## src/rtl/gr13_fir_pkg.sv

```systemverilog
// Shared definitions for the gr13 FIR filter and its output buffering.
package gr13_fir_pkg;

   localparam int DATA_W = 11;
   localparam int NTAPS  = 11;
   localparam int COEF_W = NTAPS * DATA_W;

   typedef logic [DATA_W-1:0] sample_t;
   typedef logic [COEF_W-1:0] coef_bus_t;

   // Pointer width for a power-of-two FIFO depth.
   function automatic int ptr_width(input int depth);
      return $clog2(depth);
   endfunction

endpackage

```

## src/rtl/gr13_fifo_mem.sv

```systemverilog
// FIFO storage: one synchronous write port, one asynchronous read port.
// Contents are intentionally not reset.
module gr13_fifo_mem
   import gr13_fir_pkg::*;
#(
   parameter int DW    = DATA_W,
   parameter int DEPTH = 16,
   parameter int AW    = ptr_width(DEPTH)
) (
   input  logic          clk,
   input  logic          we,
   input  logic [AW-1:0] waddr,
   input  logic [DW-1:0] wdata,
   input  logic [AW-1:0] raddr,
   output logic [DW-1:0] rdata
);

   logic [DW-1:0] mem [DEPTH];

   // Write the incoming sample into its slot.
   always_ff @(posedge clk) begin
      if (we) begin
         mem[waddr] <= wdata;
      end
   end

   assign rdata = mem[raddr];

endmodule

```

## src/rtl/gr13_fir_out_fifo.sv

```systemverilog
// Output buffer behind the gr13 FIR: absorbs the backpressure-free sample
// stream and re-presents it first-word-fall-through over valid/ready.
// Samples arriving while full (and not being popped) are dropped and counted.
module gr13_fir_out_fifo
   import gr13_fir_pkg::*;
#(
   parameter int DW    = DATA_W,
   parameter int DEPTH = 16,
   parameter int AW    = ptr_width(DEPTH),
   parameter int CW    = 8
) (
   input  logic          clk,
   input  logic          rst_n,
   input  logic [DW-1:0] din,
   input  logic          vin,
   output logic [DW-1:0] dout,
   output logic          vout,
   input  logic          ready,
   output logic [AW:0]   count,
   output logic          full,
   output logic          ovf,
   output logic [CW-1:0] drops,
   input  logic          clr_ovf
);

   localparam logic [AW:0]   CNT_FULL  = (AW+1)'(DEPTH);
   localparam logic [CW-1:0] DROPS_MAX = '1;

   logic [AW-1:0] wr_ptr;
   logic [AW-1:0] rd_ptr;
   logic [DW-1:0] rdata;
   logic          push;
   logic          pop;
   logic          drop;

   assign full = (count == CNT_FULL);
   assign vout = (count != '0);
   assign pop  = vout & ready;
   // A pop on the same edge frees a slot, so a full FIFO can still accept.
   assign push = vin & (~full | pop);
   assign drop = vin & full & ~pop;
   // Head is read combinationally; forced to zero so idle output is quiet.
   assign dout = vout ? rdata : '0;

   gr13_fifo_mem #(
      .DW    (DW),
      .DEPTH (DEPTH),
      .AW    (AW)
   ) u_mem (
      .clk   (clk),
      .we    (push),
      .waddr (wr_ptr),
      .wdata (din),
      .raddr (rd_ptr),
      .rdata (rdata)
   );

   // Pointer and occupancy bookkeeping.
   always_ff @(posedge clk or negedge rst_n) begin
      if (!rst_n) begin
         wr_ptr <= '0;
         rd_ptr <= '0;
         count  <= '0;
      end else begin
         if (push) begin
            wr_ptr <= wr_ptr + 1'b1;
         end
         if (pop) begin
            rd_ptr <= rd_ptr + 1'b1;
         end
         case ({push, pop})
            2'b10:   count <= count + 1'b1;
            2'b01:   count <= count - 1'b1;
            default: count <= count;
         endcase
      end
   end

   // Sticky overflow flag and saturating drop counter; a drop beats a clear.
   always_ff @(posedge clk or negedge rst_n) begin
      if (!rst_n) begin
         ovf   <= 1'b0;
         drops <= '0;
      end else if (drop) begin
         ovf <= 1'b1;
         if (clr_ovf) begin
            drops <= CW'(1);
         end else if (drops != DROPS_MAX) begin
            drops <= drops + 1'b1;
         end
      end else if (clr_ovf) begin
         ovf   <= 1'b0;
         drops <= '0;
      end
   end

endmodule

```

## config.mk

```make
export PLATFORM = sky130hd
export DESIGN_NAME = gr13_fir_out_fifo
export DESIGN_NICKNAME = d
export VERILOG_FILES = /design/src/rtl/gr13_fir_pkg.sv /design/src/rtl/gr13_fifo_mem.sv /design/src/rtl/gr13_fir_out_fifo.sv
export SDC_FILE = /design/constraint.sdc
export NUM_CORES = 1
export LEC_CHECK = 0
export CORE_ASPECT_RATIO = 0.75
export CORE_MARGIN = 2
export CORE_UTILIZATION = 53
export CTS_BUF_LIST = sky130_fd_sc_hd__clkbuf_4 sky130_fd_sc_hd__clkbuf_8 sky130_fd_sc_hd__clkbuf_16
export DETAILED_ROUTE_END_ITERATION = 10
export HOLD_SLACK_MARGIN = 0.02
export PLACE_DENSITY = 0.78
export REMOVE_ABC_BUFFERS = 1
export SYNTH_ARGS = -nofsm -noshare
export SYNTH_HDL_FRONTEND = slang
export SYNTH_SLANG_ARGS = --single-unit
```

## constraint.sdc

```tcl
create_clock -name clk -period 3.3 [get_ports clk]
set_clock_uncertainty 0.1 [all_clocks]
set_input_delay 0.66 -clock clk [delete_from_list [all_inputs] [get_ports clk]]
set_output_delay 0.66 -clock clk [all_outputs]
set_load 0.005 [all_outputs]
```

==> flow_summary.toml, run 1 <==
[run_status]
status = "complete, no violations"

[synthesis]
synth_top_flop_cell = "edfxtp_1"
avgSynthCellArea_um2 = 18.67
netlist_area_mm2 = 0.008160
synth.lib_cells_used.distinct = 49
synth_top_area_share_pct = 64.77
yosys_warnings = 0
synth_edf_count = 176
synth_cells = 437
ys_ff_latch = 198
async_flop_share_pct = 11.11
yosysTopAreaCell = "edfxtp_1"
yosys-top-cells-area = "edfxtp_1, mux4_2, dfrtp_1, mux2_2, ha_1"
synth-seq-area-share_pct = 71.51

[clocking]
holdBufCountCts = 0
clock-sinks = 198
cts_buffer_depth = 2
cts_buffers = 17
clk_pin_slew_ns = 0.07
cts_tree = "yes"
root_buffer = "clkbuf_16"
htree_num_levels = 4
insertion_delay_ns = 0.43

[min_path]
worstHoldStart = "ovf"
hold_path.class = "flop to flop"
hold_depth = 1

[drt]
wl_per_cell_um = 23.39
drcViolationCount = 0
ant_nets = 0
vias = 4423
wirelength_um = 17030
drt_iter0_markers = 483
drt_pass1_iterations = 5
vias_per_cell = 6.076

[timing]
fin_hold_ws_ns = 0.4076
worst_pin_slew_ns = 0.9872
slew_viol_final = 0
tns_ns = 0
period_share_pct = 97.00
slew_headroom_pct = 34.19
max_clock_freq_mhz = 312.4
finalSetupViolations = 0
rsz0062_at_grt = "false"
fin_crit_ns = 3.201
hold_violations = 0

[setup_path]
slowest_delay_ns = 0.49
startpoint = "rd_ptr[2]"
reg2reg_slack_ns = 0.28
cp.required_ns = 2.54
crit_cells = 7
r2r_end = "count[4]"
path_cells = "buf_4 > clkbuf_16 > mux4_2 > mux2_2 > o21ai_0 > a21oi_1 > clkdlybuf4s15_1"
path_buf_inv = 3
crit_slowest_cell = "mux4_2"
critPathCaptureType = "output pin"
r2r-start = "count[1]"
crit_end = "dout[2]"
critPathKind = "flop to output pin"
start_kind = "flop"
cp.arrival_ns = 2.44
reg2reg_depth = 11
crit_path_max_fanout = 10
crit_family = "multiplexers"

[final_layout]
fin_cells = 728
diodes = 0
nets = 536
layout-drive-gt1-share_pct = 27.53
area_delta_synth_final_pct = 19.07

[floorplanning]
die_w_um = 147.3
ios = 43
start_util_pct = 53.95
die-area_mm2 = 0.01642
placeableCoreArea_mm2 = 0.01513
die_h_um = 111.5
rows = 39

[grt]
grt_pass1_vias = 4400
grtUsageTotal_pct = 21.64
grt_overflow_total = 0
grt_max_degree = 29
grt_first_pass_wirelength_um = 25970
antenna_found_initial = 0

[job]
drv_cap = 0

[placed_design]
dpl.cell_count = 694
gp_congestion = 0.9184
dp_hpwl_um = 10360
portBuffers = 42

[power_and_ir_drop]
powerDensity_mw_per_mm2 = 820.3
irDropWorstVdd_mv = 0.5435
leakage_nw = 3.336
==> logic make-up after synthesis <==
family / Yosys count / share of synthesized area, %
xor+xnor: 10 / 1.073
mux: 69 / 15.42
simple gates: 67 / 4.569
fa+ha+maj: 10 / 1.533
buf+inv: 32 / 1.748
compound gates: 51 / 4.140
flops: 198 / 71.51
==> area by class of cell <==
class,count,area (um2)
clock buffer,17,425.4
tap,205,256.5
timing repair buffer,78,765.7
clock inverter,15,166.4
inverter,8,30.03
fill,1038,5410
multi-input combinational,207,2231
sequential,198,5842
==> report_power, final <==
group	internal, mW	leakage (nW)	switching [mW]
combinational	1.38	1.19	1.17
clock	1.14	0.281	0.946
sequential	3.04	1.86	0.300
==> sequential cells by signal, summed over array words and instances (netlist names) <==
signal,flops
u_mem.mem,176
drops,8
count,5
rd_ptr,4
wr_ptr,4
ovf,1
==> what timing repair did <==
| item | in CTS | in global routing |
|---|---|---|
| endpoints found under the setup margin | 11 | 6 |
| gates resized for setup | 10 | 17 |
| pin swaps | 0 | 0 |
| buffers inserted | 0 | 1 |
| gates cloned | 0 | 1 |
==> cell usage after synthesis, types with 2 or more instances <==
cell,count
a21boi_0,2
a21oi_1,16
a311oi_1,2
and2_1,3
and3_1,5
buf_2,12
clkbuf_1,10
dfrtp_1,22
edfxtp_1,176
ha_1,10
inv_1,8
mux2_2,14
mux2i_1,11
mux4_2,44
nand2_1,14
nand3_1,11
nor2_1,10
nor3_1,7
nor4_1,3
nor4b_1,2
o21ai_0,14
o311ai_0,2
o31ai_1,2
o41ai_1,2
or3_1,2
or4_1,2
xnor2_1,7
xor2_1,3
==> worst min-delay path by stage <==
stage               slack [ns]  endpoint
floorplan                 0.26  count[0]
global placement          0.38       ovf
detailed placement        0.39       ovf
CTS                       0.42       ovf
global route              0.44       ovf
finish                    0.41       ovf
==> metrics by stage <==
stage               utilization [%]  worst slack (ns)  instance area [um2]  total power [mW]
floorplan                         -           0.04913                 8048             4.800
global placement              59.81            0.2373                 9047             5.817
detailed placement            59.81            0.1029                 9047             5.904
CTS                           63.70           -0.1046                 9635             7.936
global route                  64.23           0.01344                 9717             8.343
finish                        64.23           0.09905                 9717             7.971
==> cell usage in the layout (no fill, tap or decap), types with 5 or more instances in the layout <==
cell type,instances
nor2_1,10
buf_4,31
clkdlybuf4s50_1,31
mux2i_1,11
dlymetal6s2s_1,5
nand3_1,11
clkbuf_16,18
and3_1,5
nand2_1,14
ha_1,10
xnor2_1,7
inv_6,5
a21oi_1,16
o21ai_0,9
mux4_2,44
inv_1,8
dfrtp_1,19
edfxtp_1,176
mux2_2,14
==> metal layers <==
metal | global-route usage, % | share of wire [%] | wire [um]
met1 | 32.13 | 44 | 7464
met2 | 33.71 | 49 | 8351
met3 | 4.098 | 6.3 | 1077
met4 | 5.705 | 0.78 | 133
met5 | 0 | 0 | 0
(Power assumes the default switching activity.)
==> inputs of run 2 (changes only) <==
--- a/config.mk
+++ b/config.mk
@@ -9,6 +9,7 @@
 export CORE_MARGIN = 2
 export CORE_UTILIZATION = 53
 export CTS_BUF_LIST = sky130_fd_sc_hd__clkbuf_4 sky130_fd_sc_hd__clkbuf_8 sky130_fd_sc_hd__clkbuf_16
+export CTS_CLUSTER_SIZE = 25
 export DETAILED_ROUTE_END_ITERATION = 10
 export HOLD_SLACK_MARGIN = 0.02
 export PLACE_DENSITY = 0.78
==> results of run 2 <==
Final layout, timing and power as in run 1 (identical DEF).
==> inputs of run 3 (changes only) <==
--- a/config.mk
+++ b/config.mk
@@ -12,7 +12,7 @@
 export CTS_CLUSTER_SIZE = 25
 export DETAILED_ROUTE_END_ITERATION = 10
 export HOLD_SLACK_MARGIN = 0.02
-export PLACE_DENSITY = 0.78
+export PLACE_DENSITY = 0.84
 export REMOVE_ABC_BUFFERS = 1
 export SYNTH_ARGS = -nofsm -noshare
 export SYNTH_HDL_FRONTEND = slang
==> run 3 against run 2 <==
Sequential cell count did not move. Hold slack got worse by 0.0020 ns. Wire length shrank 3.6%. Setup slack worse by 0.0017 ns. Register-to-register slack is essentially flat. Global-route usage fell by 0.16 points. Highest routed layer unchanged.
==> flow_summary.toml, run 3 (same netlist as run 1, synthesis figures left out) <==
[run_status]
status = "complete, no violations"

[grt]
grt_pass1_vias = 4635
grtUsageMet1_pct = 29.71
grt_max_degree = 30
top_usage_layer = "met2"
grtUsageTotal_pct = 21.49
grt_overflow_total = 0
antenna_found_initial = 0
met3_usage_pct = 4.344
met2_usage_pct = 34.92
grt_first_pass_wirelength_um = 25880

[placed_design]
portBuffers = 42
place_area_mm2 = 0.009020
dpl.cell_count = 692
dp_hpwl_um = 10300
place_ws_ns = 0.001437
gp_congestion = 0.8647

[timing]
slew_headroom_pct = 54.21
tns_ns = 0
rsz0062_at_grt = "false"
setup_slack_ns = 0.09740
hold_violations = 0
period_share_pct = 97.05
worst_pin_slew_ns = 0.6816
fin_crit_ns = 3.203
finalSetupViolations = 0
fin_hold_ws_ns = 0.4056
slew_viol_final = 0
max_clock_freq_mhz = 312.2

[floorplanning]
ios = 43
placeableCoreArea_mm2 = 0.01513
die_h_um = 111.5
die_w_um = 147.3
die-area_mm2 = 0.01642
rows = 39
start_util_pct = 53.95

[clocking]
root_buffer = "clkbuf_16"
cts_buffers = 17
clock-sinks = 198
htree_num_levels = 4
clk_pin_slew_ns = 0.07
cts_tree = "yes"
insertion_delay_ns = 0.43
cts_buffer_depth = 2
holdBufCountCts = 0

[drt]
drcViolationCount = 0
drt_iter0_markers = 380
vias_per_cell = 5.990
vias = 4379
wl_per_cell_um = 22.45
ant_nets = 0
wirelength_um = 16410
drt_pass1_iterations = 5

[final_layout]
top_register = "u_mem.mem"
utilization_pct = 64.14
finalInstanceArea_mm2 = 0.009702
nets = 539
largest_reg_flops = 176
final_common_cell = "edfxtp_1"
reg_top3 = "u_mem.mem (176), drops (8), count (5)"
layout-drive-gt1-share_pct = 27.57
final_cell_mix = "edfxtp_1, mux4_2, buf_4, clkdlybuf4s50_1, dfrtp_1"
area_delta_synth_final_pct = 18.89
diodes = 0
fin_cells = 731

[setup_path]
critPathCaptureType = "output pin"
crit_path_max_fanout = 7
cp.arrival_ns = 2.44
start_kind = "flop"
critPathKind = "flop to output pin"
cp.required_ns = 2.54

[power_and_ir_drop]
leakage_nw = 3.329
powerDensity_mw_per_mm2 = 818.4
p_total_mw = 7.940
irDropWorstVdd_mv = 0.5079

[job]
drv_cap = 0

[min_path]
hold_path.class = "flop to flop"
run 3: cell types whose count changed in the layout (fill, tap and decap cells not counted), moves of 2 or more:
cell | previous run | this run
buf_4 | 31 | 34
clkbuf_4 | 0 | 2
clkinv_4 | 0 | 5
clkinvlp_4 | 4 | 1
dlygate4sd2_1 | 4 | 6
dlymetal6s2s_1 | 5 | 2
inv_6 | 5 | 2
o21ai_0 | 9 | 11
run 3: final timing paths:
kind | start | end | slack, ns | cells past startpoint
worst max-delay path | rd_ptr[2] | dout[7] | 0.1 | 7
worst min register to register | ovf | ovf | 0.41 | 1
worst min-delay path | ovf | ovf | 0.41 | 1
min in group asynchronous | rst_n | count[4] | 0.47 | 2
max in group asynchronous | rst_n | rd_ptr[3] | 2.38 | 2
worst max register to register | count[1] | count[4] | 0.29 | 9
run 3: timing repair:
item / 4_1_cts / 5_1_grt
gates resized for setup: 18 / 5
gates cloned: 1 / 0
buffers inserted: 6 / 0
endpoints found under the setup margin: 10 / 5
run 3: worst max-delay path: stages (launching register included):
cell and delay [ns]:
dfrtp_2 0.43, buf_4 0.13, buf_6 0.14, mux4_2 0.49, mux2_2 0.27, o21ai_0 0.14
a21oi_1 0.09, dlygate4sd2_1 0.32
run 3: metal layers:
metal	share of wire, %	wire length [um]
met1	43	7029
met2	50	8262
met3	5.4	887
met4	1.4	233
met5	0	0
run 3: cell type report:
class	count	area [um2]
fillers	1019	5425
inverters	8	30.03
clock buffers	19	440.4
well taps	205	256.5
multi-input cells	207	2220
flip-flops and latches	198	5839
clock inverters	13	148.9
repair buffers	81	767.0
run 3: where the power goes:
group | leakage, nW | switching [mW] | total, mW | internal [mW]
sequential | 1.86 | 0.246 | 3.28 | 3.04
clock | 0.288 | 0.919 | 2.06 | 1.14
combinational | 1.18 | 1.20 | 2.59 | 1.40
total | 3.33 | 2.36 | 7.94 | 5.58
